`src/rtl/load_store_unit.sv`:
```
// Load/store unit: validates a request, issues one byte-addressed memory access, returns an extended result.
// Latency: accept at edge N, access cycle N..N+1, response from N+1 (rejects respond from N). Holds the response until resp_ready.
// Backpressure: req_ready only in IDLE; no queuing. Optional macro LSU_MISALIGN_TRAP_EN rejects misaligned half/word accesses.
module load_store_unit #(
    parameter int ADDRESS_WIDTH = 8
) (
    input  logic                     clk,
    input  logic                     rst,
    input  logic                     req_valid,
    output logic                     req_ready,
    input  logic                     req_write,
    input  logic [2:0]               req_funct3,
    input  logic [31:0]              req_addr,
    input  logic [31:0]              req_wdata,
    output logic                     resp_valid,
    input  logic                     resp_ready,
    output logic [31:0]              resp_rdata,
    output logic                     resp_error,
    output logic [ADDRESS_WIDTH-1:0] mem_addr,
    output logic [3:0]               mem_byte_write_enable,
    output logic [31:0]              mem_write_data,
    input  logic [31:0]              mem_read_data
);

    localparam int AW = ADDRESS_WIDTH;

    typedef enum logic [1:0] {
        IDLE   = 2'd0,
        ACCESS = 2'd1,
        RESP   = 2'd2
    } state_t;

    state_t state;
    state_t state_nxt;

    logic          lat_write;
    logic [2:0]    lat_funct3;
    logic [AW-1:0] lat_addr;
    logic [31:0]   lat_wdata;
    logic [31:0]   rdata_q;
    logic          error_q;

    logic [2:0]    size_m1;
    logic [AW:0]   end_addr;
    logic          funct_ok;
    logic          range_ok;
    logic          align_ok;
    logic          reject;
    logic [31:0]   load_ext;
    logic [3:0]    store_mask;

    // Request validation happens in the accept cycle so rejects skip ACCESS entirely.
    always_comb begin
        size_m1 = 3'd0;
        case (req_funct3[1:0])
            2'b00:   size_m1 = 3'd0;
            2'b01:   size_m1 = 3'd1;
            default: size_m1 = 3'd3;
        endcase
    end

    always_comb begin
        funct_ok = 1'b0;
        if (req_write) begin
            funct_ok = (req_funct3 <= 3'd2);
        end else begin
            case (req_funct3)
                3'd0, 3'd1, 3'd2, 3'd4, 3'd5: funct_ok = 1'b1;
                default:                      funct_ok = 1'b0;
            endcase
        end
    end

    // Carry out of the end-address sum means the access would wrap past the top of memory.
    assign end_addr = {1'b0, req_addr[AW-1:0]} + (AW+1)'(size_m1);
    assign range_ok = (req_addr[31:AW] == '0) && !end_addr[AW];

`ifdef LSU_MISALIGN_TRAP_EN
    always_comb begin
        align_ok = 1'b1;
        case (req_funct3[1:0])
            2'b01:   align_ok = (req_addr[0] == 1'b0);
            2'b10:   align_ok = (req_addr[1:0] == 2'b00);
            default: align_ok = 1'b1;
        endcase
    end
`else
    assign align_ok = 1'b1;
`endif

    assign reject = !(funct_ok && range_ok && align_ok);

    always_comb begin
        load_ext = 32'd0;
        case (lat_funct3)
            3'b000:  load_ext = {{24{mem_read_data[7]}}, mem_read_data[7:0]};
            3'b001:  load_ext = {{16{mem_read_data[15]}}, mem_read_data[15:0]};
            3'b010:  load_ext = mem_read_data;
            3'b100:  load_ext = {24'd0, mem_read_data[7:0]};
            3'b101:  load_ext = {16'd0, mem_read_data[15:0]};
            default: load_ext = 32'd0;
        endcase
    end

    always_comb begin
        store_mask = 4'b0000;
        case (lat_funct3[1:0])
            2'b00:   store_mask = 4'b0001;
            2'b01:   store_mask = 4'b0011;
            2'b10:   store_mask = 4'b1111;
            default: store_mask = 4'b0000;
        endcase
    end

    always_ff @(posedge clk) begin
        if (rst) begin
            state <= IDLE;
        end else begin
            state <= state_nxt;
        end
    end

    // Next state plus all outputs; rst gates every output so reset values appear immediately.
    always_comb begin
        state_nxt             = state;
        req_ready             = 1'b0;
        resp_valid            = 1'b0;
        resp_rdata            = 32'd0;
        resp_error            = 1'b0;
        mem_addr              = '0;
        mem_byte_write_enable = 4'b0000;
        mem_write_data        = 32'd0;
        case (state)
            IDLE: begin
                req_ready = !rst;
                if (req_valid) begin
                    state_nxt = reject ? RESP : ACCESS;
                end
            end
            ACCESS: begin
                state_nxt = RESP;
                if (!rst) begin
                    mem_addr = lat_addr;
                    if (lat_write) begin
                        mem_byte_write_enable = store_mask;
                        mem_write_data        = lat_wdata;
                    end
                end
            end
            RESP: begin
                if (!rst) begin
                    resp_valid = 1'b1;
                    resp_rdata = rdata_q;
                    resp_error = error_q;
                end
                if (resp_ready) begin
                    state_nxt = IDLE;
                end
            end
            default: state_nxt = IDLE;
        endcase
    end

    always_ff @(posedge clk) begin
        if (rst) begin
            lat_write  <= 1'b0;
            lat_funct3 <= 3'd0;
            lat_addr   <= '0;
            lat_wdata  <= 32'd0;
            rdata_q    <= 32'd0;
            error_q    <= 1'b0;
        end else begin
            if (state == IDLE && req_valid) begin
                lat_write  <= req_write;
                lat_funct3 <= req_funct3;
                lat_addr   <= req_addr[AW-1:0];
                lat_wdata  <= req_wdata;
                rdata_q    <= 32'd0;
                error_q    <= reject;
            end
            if (state == ACCESS) begin
                rdata_q <= lat_write ? 32'd0 : load_ext;
                error_q <= 1'b0;
            end
        end
    end

endmodule

```
`config.mk`:
```
export PLATFORM = sky130hd
export DESIGN_NAME = load_store_unit
export DESIGN_NICKNAME = d
export VERILOG_FILES = /design/src/rtl/load_store_unit.sv
export SDC_FILE = /design/constraint.sdc
export NUM_CORES = 1
export LEC_CHECK = 0
export BUFFER_PORTS_ARGS = -buffer_cell sky130_fd_sc_hd__buf_2
export CAP_MARGIN = 5
export CORE_ASPECT_RATIO = 2
export CORE_MARGIN = 2
export CORE_UTILIZATION = 50
export CTS_CLUSTER_SIZE = 8
export DETAILED_ROUTE_END_ITERATION = 12
export MAX_ROUTING_LAYER = met4
export PLACE_DENSITY = 0.86
export SKIP_LAST_GASP = 1
export SYNTH_ARGS = -nofsm -noshare
export SYNTH_HDL_FRONTEND = slang
export SYNTH_SLANG_ARGS = --single-unit
```
`constraint.sdc`:
```
create_clock -name clk -period 3.7 [get_ports clk]
set_clock_uncertainty 0.1 [all_clocks]
set_input_delay 0.74 -clock clk [delete_from_list [all_inputs] [get_ports clk]]
set_output_delay 0.74 -clock clk [all_outputs]
set_load 0.1 [all_outputs]
```
Yosys cells after proc, flatten, opt, wreduce, memory -nomap -nowiden. Index checks and enable logic that the tools add are counted. Widths: inputs -> output; s select.

Mux-type cells: 27. Magnitude comparators: 1. Reduce and logical (&&, ||, !) cells: 16. Add/sub/neg operators: 1. Equal/unequal tests: 15.

Operators with widths (number): $mux 32 (8); $pmux 32 s5 (1); $logic_not 24->1 (1); $mux 8 (2); $eq 3x3->1 const B (4); $mux 4 (3); $pmux 4 s3 (1); $add 8x3->9 (1); $mux 1 (7); $eq 2x1->1 const B (3); $eq 3x1->1 const B (2); $eq 3x2->1 const B (2); $logic_not 2->1 (3); $logic_not 3->1 (2); $mux 2 (3); $pmux 2 s3 (1); $reduce_or 5->1 (1); $eq 2x2->1 const B (2); $ne 2x2->1 const B (2); $pmux 2 s2 (1); $le 3x2->1 const B (1); $logic_and 1x1->1 (3); $logic_not 1->1 (3); $reduce_and 2->1 (1); 2 further kinds (2).

Logic and storage cells: 67. Output and inout bits: 79. Bits in registers: 79. Input bits: 104.

Longest topological paths before layout. Gate-level depths: netlist of run 1.

Depth in word-level cells: 9. Mapped depth: 8. Mapped depth without buffers: 6.

Least setup slack after synthesis of run 1. No wires, ideal clock.

Kind: input-to-output. Start point: input port rst. End point: output port req_ready. Required time: 2.860 ns. Path buffers: 2. Cell stages on the path: 3. Slack: -0.304 ns. Arrival time: 3.164 ns. Cell sequence: clkbuf_1 -> clkbuf_1 -> nor3_1.

Longest elaborated chain between the ends: 2.

Ends and longest elaborated chain: from (decl) (RTL line 8) `input logic rst,`; $logic_not 1->1; $mux 1 (RTL line 133) `case (state)`; to (decl) (RTL line 10) `output logic req_ready,`.

No other way between the ends.

Worst setup path in the final report of run 1.
Start point: register state[0]. End point: output port mem_addr[2].

Longest elaborated chain between the ends: 2.

Ends and longest elaborated chain: from (decl) (RTL line 33) `state_t state;`; from (signal assigned) (RTL line 119) `state <= state_nxt;`; $eq 2x1->1 (RTL line 133); $mux 8 (RTL line 133); to (decl) (RTL line 19) `output logic [ADDRESS_WIDTH-1:0] mem_addr,`.

No other way between the ends.

==> run_results.csv, run 1 <==
group,metric,value,unit
pwr,power,2170,uW
layout,diodes,0,
clocking,cts_tree,"done",
min_path,hp-start,"rdata_q[29]",
synthesis,synth_flop_cell,"dfxtp_1",
synthesis,synth-async-reset-ratio,0,
route,first_pass_iters,5,
clocking,ctsResizeCount,0,
job,max_cap_viol_count,0,
route,drc,0,
route,via_count,3990,
critical_path,cp_top_family,"buffers and inverters",
global_routing,grt_max_degree,49,
critical_path,cp_cell_sequence,"and2b_1, and2b_1, buf_4, and2_1, buf_2",
critical_path,cp_common_cell,"and2b_1",
clocking,cts_max_path_buffers,2,
critical_path,crit_path_start_kind,"register",
critical_path,slowest_stage,"dfxtp_1",
route,viasPerCell,5.40,
critical_path,cp_num_buf_inv,2,
floorplan,die_w,65.0,um
sta,setup_viol,0,
synthesis,yosysMostFrequentCell,"nand2_1",
global_routing,antenna_found_initial,0,
floorplan,start_util,0.515,
critical_path,cp-end-kind,"primary output",
clocking,cts-root-buf,"clkbuf_16",
pwr,ir_drop,0.362,mV
critical_path,reg2reg_from,"lat_funct3[0]",
synthesis,yosysSeqAreaShare,0.425,
synthesis,synth_edf_count,0,
critical_path,reg2reg_slack,1.59,ns
floorplan,num_rows,44,
status,status,"finished clean",
synthesis,synth_area_leaders,"dfxtp_1 43%, nand2_1 12%, and2_1 9.6%",
critical_path,criticalPathCategory,"register to primary output",
synthesis,yosys_warnings,0,
sta,slew_viol_final,0,
clocking,cts_setup_buffers,0,
layout,drive_above_1_share,0.326,
route,ant_nets,0,
synthesis,synth_area,0.00372,mm2
critical_path,cp_data_arrival_time,2.25,ns
placed_design,numPortBuffers,182,
clocking,clock_sinks,79,
clocking,cts_made_buffers,9,
synthesis,ys_ff_latch,79,
critical_path,cpPeakStageDelay,0.52,ns
global_routing,grt_pass1_wl,17.3,mm
synthesis,syn_area_per_cell,7.68,um2
floorplan,fp.dieH,126,um
layout,area_growth,47.8,%
synthesis,synth_common_cells,"115 x nand2_1, 79 x dfxtp_1, 68 x a21oi_1",
pwr,p_leak,0.00256,uW
critical_path,startpoint,"state[0]",
sta,hold_ws,0.347,ns
floorplan,core-area,0.00721,mm2
critical_path,path_max_fanout,42,
clocking,cts_hold_buf,0,
synthesis,synth_top_area_cell,"dfxtp_1",
clocking,htree_num_levels,3,
synthesis,syn-num-nets,593,
global_routing,overflow,0,
sta,fin_crit_sh,0.836,
sta,tns,0,ns
min_path,hp-class,"register to register",
synthesis,syn_inst,484,
route,drt_iter0_drc,212,
global_routing,grt_pass1_vias,3903,
floorplan,die_area,0.00818,mm2
sta,final_hold_viol_count,0,
sta,rsz0062_at_grt,"no",
sta,max_freq,0.323,GHz
layout,fill_cells,513,
critical_path,crit_required,2.86,ns
route,wl,10.9,mm
route,routedWlPerCell,14.7,um
placed_design,hpwlAfterDp,7.84,mm
pwr,p_per_area,395,mW/mm2
synthesis,yosys.cell_types.count,41,
global_routing,grt_use_total,0.277,
layout,final_nets,751,
synthesis,synth_top_area_share,0.425,
floorplan,ioPinCount,183,
sta,relSlewSlack,0.335,
clocking,insertion_delay,0.33,ns
clocking,clk_pin_slew,0.06,ns
placed_design,gp_congestion,0.816,
sta,worst_pin_slew,0.995,ns
sta,period_minus_slack,3.09,ns
## final cells by class
class	instances	area, um2	share of cell area
clock buffer	10	229	0.0417
clock inverter	6	133	0.0241
inverter	4	15.0	0.00273
multi-input combinational	360	1940	0.353
sequential	79	1580	0.288
tap	92	115	0.0210
timing repair buffer	188	1480	0.270
## flip-flops by register name, indices dropped and copies added, names as in the netlist
| signal | cells |
|---|---|
| error_q | 1 |
| lat_addr | 8 |
| lat_funct3 | 3 |
| lat_wdata | 32 |
| lat_write | 1 |
| rdata_q | 32 |
| state | 2 |
## per-layer routing
layer | vias to the layer above | track usage | routed length (um)
met5 | - | - | 0
met4 | 0 | 0.146 | 466
met3 | 37 | 0.0446 | 644
met2 | 201 | 0.494 | 5930
met1 | 1824 | 0.279 | 3820
li1 | 1928 | - | -
## worst register-to-register path, cell delays in order (launching register included)
cell and delay (ns):
dfxtp_1 0.33, inv_1 0.09, ha_1 0.17, nor2b_1 0.13
buf_4 0.26, o311a_2 0.56, o21ai_0 0.21, a21oi_1 0.18
## cells in the final DEF, fill, tap and decap left out, types with 2 or more instances in the layout
cell / netlist / routed
a21oi_1: 68 / 68
a22oi_1: 8 / 8
a31oi_1: 2 / 2
and2_1: 57 / 57
and2b_1: 2 / 2
and3_1: 34 / 34
buf_12: 0 / 35
buf_2: 11 / 147
buf_4: 4 / 6
bufinv_16: 0 / 4
clkbuf_16: 0 / 9
dfxtp_1: 79 / 79
ha_1: 5 / 5
inv_1: 4 / 4
nand2_1: 115 / 115
nand2b_1: 2 / 2
nor2_1: 10 / 10
nor4_1: 5 / 5
o21a_1: 8 / 8
o21ai_0: 13 / 13
o21ai_1: 12 / 12
## kinds of logic after synthesis
| logic type | after synthesis | share of synthesized area |
|---|---|---|
| AOI/OAI and AO/OA | 119 | 0.183 |
| adders and majority gates | 5 | 0.0168 |
| buffers and inverters | 45 | 0.0565 |
| DFF | 79 | 0.425 |
| and+or+nand+nor | 236 | 0.318 |
## worst paths after layout
| check | to | depth (start not counted) |
|---|---|---|
| setup / recovery | mem_addr[2] | 5 |
| hold reg to reg | rdata_q[29] | 2 |
| hold / removal | rdata_q[29] | 2 |
| setup reg to reg | rdata_q[17] | 7 |
## per-stage QoR
stage | instances | util | area [um2] | setup slack [ns]
floorplan | 484 | - | 3720 | 0.180
CTS | 739 | 0.762 | 5490 | 0.590
finish | 739 | 0.762 | 5490 | 0.608
detailed placement | 723 | 0.712 | 5130 | 0.844
global route | 739 | 0.762 | 5490 | 0.445
global placement | 723 | 0.712 | 5130 | 0.887
## report_power, final
part,switching (uW),internal (uW),total [uW]
clock,333,726,1060
sequential,22.3,881,903
combinational,124,83.6,208
total,479,1690,2170
Power figures use the tool's default switching activity.
==> inputs of run 2 (changes only) <==
--- a/config.mk
+++ b/config.mk
@@ -5,15 +5,16 @@
 export SDC_FILE = /design/constraint.sdc
 export NUM_CORES = 1
 export LEC_CHECK = 0
+export ABC_AREA = 1
 export BUFFER_PORTS_ARGS = -buffer_cell sky130_fd_sc_hd__buf_2
 export CAP_MARGIN = 5
 export CORE_ASPECT_RATIO = 2
 export CORE_MARGIN = 2
-export CORE_UTILIZATION = 50
+export CORE_UTILIZATION = 47
 export CTS_CLUSTER_SIZE = 8
 export DETAILED_ROUTE_END_ITERATION = 12
 export MAX_ROUTING_LAYER = met4
-export PLACE_DENSITY = 0.86
+export PLACE_DENSITY = 0.81
 export SKIP_LAST_GASP = 1
 export SYNTH_ARGS = -nofsm -noshare
 export SYNTH_HDL_FRONTEND = slang
==> constraint.sdc (replaced) <==
create_clock -name clk -period 3 [get_ports clk]
set_clock_uncertainty 0.1 [all_clocks]
set_input_delay 0.6 -clock clk [delete_from_list [all_inputs] [get_ports clk]]
set_output_delay 0.6 -clock clk [all_outputs]
set_load 0.1 [all_outputs]
==> run 2 against run 1 <==
  * Synthesized cell count rose by 23%
  * First-iteration DRC count up 8.5%
  * Routed wire length is 3.3% higher
  * Hold slack better by 0.0054 ns
  * Utilization fell by 6.0 points
  * Critical path type unchanged
  * Combinational power up 63%
  * Count of clock-buffer cells in the layout grew 2
==> run_results.csv, run 2 <==
group,metric,value,unit
status,status,"finished clean",
synthesis,synth_top_area_cell,"dfxtp_1",
synthesis,yosys_warnings,0,
route,first_pass_iters,4,
floorplan,fp.dieH,133,um
layout,final_area,0.00574,mm2
synthesis,syn-num-nets,705,
synthesis,yosysMostFrequentCell,"nand2_1",
layout,final_nets,867,
layout,final_cell_mix,"152 x nand2_1, 146 x buf_2, 79 x dfxtp_1",
synthesis,synth_edf_count,0,
global_routing,grt_max_degree,45,
placed_design,hpwlAfterDp,8.49,mm
clocking,ctsResizeCount,0,
clocking,cts_setup_buffers,0,
global_routing,overflow,0,
critical_path,cp_data_arrival_time,2.01,ns
clocking,cts_max_path_buffers,2,
synthesis,ys_ff_latch,79,
global_routing,grt_pass1_wl,18.0,mm
clocking,cts-root-buf,"clkbuf_16",
clocking,cts_made_buffers,9,
layout,area_growth,47.8,%
clocking,clock_sinks,79,
floorplan,die_area,0.00905,mm2
synthesis,synth_area_leaders,"dfxtp_1 41%, nand2_1 15%, nor2_1 10%",
route,ant_nets,0,
critical_path,path_max_fanout,35,
sta,max_freq,0.369,GHz
floorplan,ioPinCount,183,
route,routedWlPerCell,13.1,um
synthesis,synth-async-reset-ratio,0,
sta,fin_crit_sh,0.905,
clocking,cts_hold_buf,0,
global_routing,grt_use_total,0.264,
synthesis,syn_area_per_cell,6.52,um2
layout,diodes,0,
layout,drive_above_1_share,0.362,
sta,setup_viol,0,
critical_path,criticalPathCategory,"register to primary output",
layout,layout_commonest_cell,"nand2_1",
clocking,clk_pin_slew,0.05,ns
sta,relSlewSlack,0.577,
placed_design,numPortBuffers,182,
synthesis,synth_flop_cell,"dfxtp_1",
clocking,cts_tree,"done",
sta,final_hold_viol_count,0,
critical_path,reg2reg_depth,9,
pwr,p_leak,0.00254,uW
min_path,hp-class,"register to register",
synthesis,syn_inst,596,
floorplan,die_w,68.3,um
clocking,insertion_delay,0.32,ns
min_path,min_path_cells,2,
pwr,p_per_area,438,mW/mm2
critical_path,crit_required,2.30,ns
layout,final_util,0.702,
job,max_cap_viol_count,0,
synthesis,yosys.cell_types.count,25,
synthesis,synth_area,0.00388,mm2
synthesis,synth_top_area_share,0.407,
placed_design,placedInstanceArea,0.00545,mm2
floorplan,num_rows,47,
placed_design,gp_congestion,0.870,
route,drc,0,
critical_path,crit_path_start_kind,"register",
critical_path,cp-end-kind,"primary output",
synthesis,synth_common_cells,"153 x nand2_1, 107 x nor2_1, 79 x dfxtp_1",
pwr,ir_drop,0.385,mV
sta,slew_viol_final,0,
clocking,htree_num_levels,3,
route,wl,11.2,mm
sta,period_minus_slack,2.71,ns
route,drt_iter0_drc,230,
sta,rsz0062_at_grt,"no",
route,via_count,4293,
sta,worst_pin_slew,0.633,ns
global_routing,antenna_found_initial,0,
route,viasPerCell,5.00,
sta,hold_ws,0.352,ns
global_routing,grt_pass1_vias,4100,
layout,largest_registers,"lat_wdata (32), rdata_q (32), lat_addr (8)",
synthesis,yosysSeqAreaShare,0.407,
floorplan,core-area,0.00817,mm2
floorplan,start_util,0.475,
[run 2: where the power goes]
| part | internal, uW | switching (uW) | total (uW) |
|---|---|---|---|
| clock network | 675 | 379 | 1050 |
| registers | 1100 | 21.1 | 1120 |
| logic | 118 | 221 | 338 |
| total | 1890 | 621 | 2510 |
[run 2: area by class of cell]
class | count | area [um2]
clock buffer | 12 | 256
clock inverter | 1 | 30.0
fill | 634 | 2430
inverter | 61 | 229
multi-input combinational | 416 | 1990
sequential | 79 | 1580
tap | 98 | 123
timing repair buffer | 191 | 1530
[run 2: per-stage QoR]
step                cells  total power [uW]  setup slack, ns  TNS [ns]
floorplan             596              1360          -0.0612     -1.84
global placement      845              1460            0.492         0
detailed placement    845              1480            0.474         0
CTS                   858              2530            0.274         0
global route          858              2620            0.128         0
finish                858              2510            0.286         0
[run 2: critical path, cell delays in order (launching register included)]
cell and delay (ns):
dfxtp_1 0.37, clkinv_1 0.13, nand2_2 0.31, inv_1 0.07, nand3_1 0.07, buf_4 0.35
nor2_1 0.16, buf_12 0.20
[run 2: path summary, 6_finish.rpt]
path                       end          start  slack [ns]
max          mem_write_data[6]       state[1]        0.29
min              lat_wdata[31]  lat_wdata[31]        0.35
min reg2reg      lat_wdata[31]  lat_wdata[31]        0.35
max reg2reg        rdata_q[30]  lat_funct3[0]        0.83
[run 2: logic make-up after synthesis]
logic type | synth area share
adders and majority gates | 0.0161
AOI/OAI and AO/OA | 0.173
buffers and inverters | 0.110
DFF | 0.407
and+or+nand+nor | 0.294
[run 2: metal layers]
| metal | track usage | wire [um] |
|---|---|---|
| met5 | - | 0 |
| met4 | 0.132 | 411 |
| met3 | 0.0604 | 757 |
| met2 | 0.461 | 6170 |
| met1 | 0.261 | 3880 |
==> inputs of run 3 (changes only) <==
--- a/config.mk
+++ b/config.mk
@@ -15,6 +15,7 @@
 export DETAILED_ROUTE_END_ITERATION = 12
 export MAX_ROUTING_LAYER = met4
 export PLACE_DENSITY = 0.81
+export REMOVE_ABC_BUFFERS = 1
 export SKIP_LAST_GASP = 1
 export SYNTH_ARGS = -nofsm -noshare
 export SYNTH_HDL_FRONTEND = slang
==> run 3 against run 2 <==
  * Largest cell class unchanged
  * Flip-flop and latch count stayed put
  * Die area stayed put
  * Highest routed layer unchanged
  * Worst setup slack worse by 0.094 ns
==> run_results.csv, run 3 (synthesis results as in run 2) <==
group,metric,value,unit
status,status,"finished clean",
critical_path,path_max_fanout,27,
critical_path,reg2reg_from,"lat_funct3[0]",
clocking,cts_made_buffers,9,
layout,largest_registers,"lat_wdata (32), rdata_q (32), lat_addr (8)",
critical_path,cp_top_family,"buffers and inverters",
pwr,switching_share,0.238,
placed_design,dp_slack,0.361,ns
route,ant_nets,0,
critical_path,cp_num_buf_inv,4,
route,viasPerCell,5.04,
placed_design,numPortBuffers,182,
clocking,cts-root-buf,"clkbuf_16",
pwr,clockPowerShare,0.477,
critical_path,cpPeakStageDelay,0.38,ns
pwr,ir_drop,0.456,mV
min_path,hold_path_end,"lat_wdata[21]",
clocking,cts_tree,"done",
floorplan,die_area,0.00905,mm2
layout,fill_cells,641,
layout,area_growth,48.1,%
route,wl,11.5,mm
sta,fin_crit_sh,0.936,
route,drt_iter0_drc,254,
route,via_count,4331,
floorplan,die_w,68.3,um
placed_design,hpwlAfterDp,8.25,mm
layout,final_nets,865,
global_routing,grt_use_total,0.267,
sta,worst_pin_slew,0.705,ns
sta,rsz0062_at_grt,"no",
clocking,clk_pin_slew,0.06,ns
floorplan,ioPinCount,183,
pwr,comb_power_share,0.119,
critical_path,timing.rr.end,"rdata_q[21]",
layout,drive_above_1_share,0.306,
global_routing,antenna_found_initial,1,
global_routing,overflow,0,
pwr,p_per_area,482,mW/mm2
job,max_cap_viol_count,0,
layout,final_cell_mix,"152 x nand2_1, 141 x buf_2, 107 x nor2_1",
sta,layout_setup_ws,0.193,ns
clocking,clock_sinks,79,
critical_path,cp.depth,6,
pwr,p_leak,0.00258,uW
floorplan,core-area,0.00817,mm2
pwr,p_int,2110,uW
global_routing,grt_max_degree,85,
clocking,cts_max_path_buffers,2,
pwr,share_seq_of_total_power,0.404,
min_path,min_path_cells,2,
sta,tns,0,ns
route,first_pass_iters,4,
placed_design,gp_congestion,0.832,
floorplan,fp.dieH,133,um
min_path,hp-class,"register to register",
pwr,power,2770,uW
clocking,cts_hold_buf,0,
critical_path,reg2reg_slack,0.76,ns
critical_path,cp_data_arrival_time,2.11,ns
clocking,htree_num_levels,3,
critical_path,slowest_stage,"dfxtp_1",
clocking,insertion_delay,0.33,ns
clocking,cts_setup_buffers,0,
floorplan,start_util,0.475,
placed_design,dp_cells,843,
sta,final_hold_viol_count,0,
pwr,power_switching,661,uW
global_routing,grt_pass1_vias,4259,
critical_path,cp-end-kind,"primary output",
critical_path,criticalPathCategory,"register to primary output",
sta,setup_viol,0,
min_path,hp-start,"lat_wdata[21]",
sta,period_minus_slack,2.81,ns
critical_path,crit_required,2.30,ns
critical_path,reg2reg_depth,9,
route,routedWlPerCell,13.3,um
sta,slew_viol_final,0,
sta,max_freq,0.356,GHz
critical_path,crit_path_start_kind,"register",
critical_path,cp_cell_sequence,"clkinv_1, nor2_1, clkinv_1, buf_4, nor2_1, buf_4",
layout,layout_commonest_cell,"nand2_1",
sta,relSlewSlack,0.530,
route,drc,0,
global_routing,grt_pass1_wl,18.3,mm
floorplan,num_rows,47,
layout,layout.cells.non_filler,860,
## run 3: routing by layer
| metal | GRT usage | vias to the layer above | wire [um] |
|---|---|---|---|
| met5 | - | - | 0 |
| met3 | 0.0553 | 45 | 659 |
| met1 | 0.260 | 1955 | 4000 |
| met4 | 0.168 | 0 | 514 |
| li1 | - | 2157 | - |
| met2 | 0.457 | 174 | 6300 |
## run 3: power groups by stage
stage / sequential, uW / combinational (uW) / clock [uW]
after global placement: 1140 / 312 / 0
after detailed placement: 1140 / 325 / 0
after CTS: 1120 / 331 / 1330
after global routing: 1120 / 373 / 1380
final: 1120 / 330 / 1320
after floorplan: 1140 / 188 / 0
## run 3: area by class of cell
| cell class | instances | area (um2) | area share |
|---|---|---|---|
| inverter | 61 | 229 | 0.0398 |
| sequential | 79 | 1580 | 0.275 |
| clock buffer | 10 | 229 | 0.0398 |
| multi-input combinational | 416 | 1880 | 0.326 |
| timing repair buffer | 189 | 1580 | 0.274 |
| tap | 98 | 123 | 0.0213 |
| antenna | 1 | 2.50 | 0.000435 |
| clock inverter | 6 | 133 | 0.0231 |
## run 3: through the flow
stage / instance area [um2] / hold WS, ns / util
6_report: 5750 / 0.352 / 0.704
5_1_grt: 5750 / 0.370 / 0.704
3_5_place_dp: 5390 / 0.345 / 0.659
4_1_cts: 5750 / 0.355 / 0.704
3_3_place_gp: 5390 / 0.338 / 0.659
2_1_floorplan: 3680 / 0.332 / -
## run 3: worst register-to-register path: cells and delay by family, from the launching register on
kind	cells	cell delay, ns
flip-flops	1	0.33
AND/OR/NAND/NOR	4	0.85
AO/OA/AOI/OAI	1	0.18
adder cells (fa/ha/maj)	1	0.16
buffers and inverters	3	0.56
## run 3: what timing repair did
action / 4_1_cts / 5_1_grt
gates resized for setup: 1 / 0
hold endpoints to repair: 0 / 0
setup endpoints to repair: 1 / 0
## run 3: worst max-delay path by stage
stage / start / to / slack, ns
finish: state[1] / resp_valid / 0.19
global route: state[1] / resp_valid / 0.05
CTS: state[1] / resp_valid / 0.12
detailed placement: state[1] / resp_valid / 0.36
global placement: state[1] / resp_valid / 0.44
floorplan: rst / mem_byte_write_enable[2] / -2.99
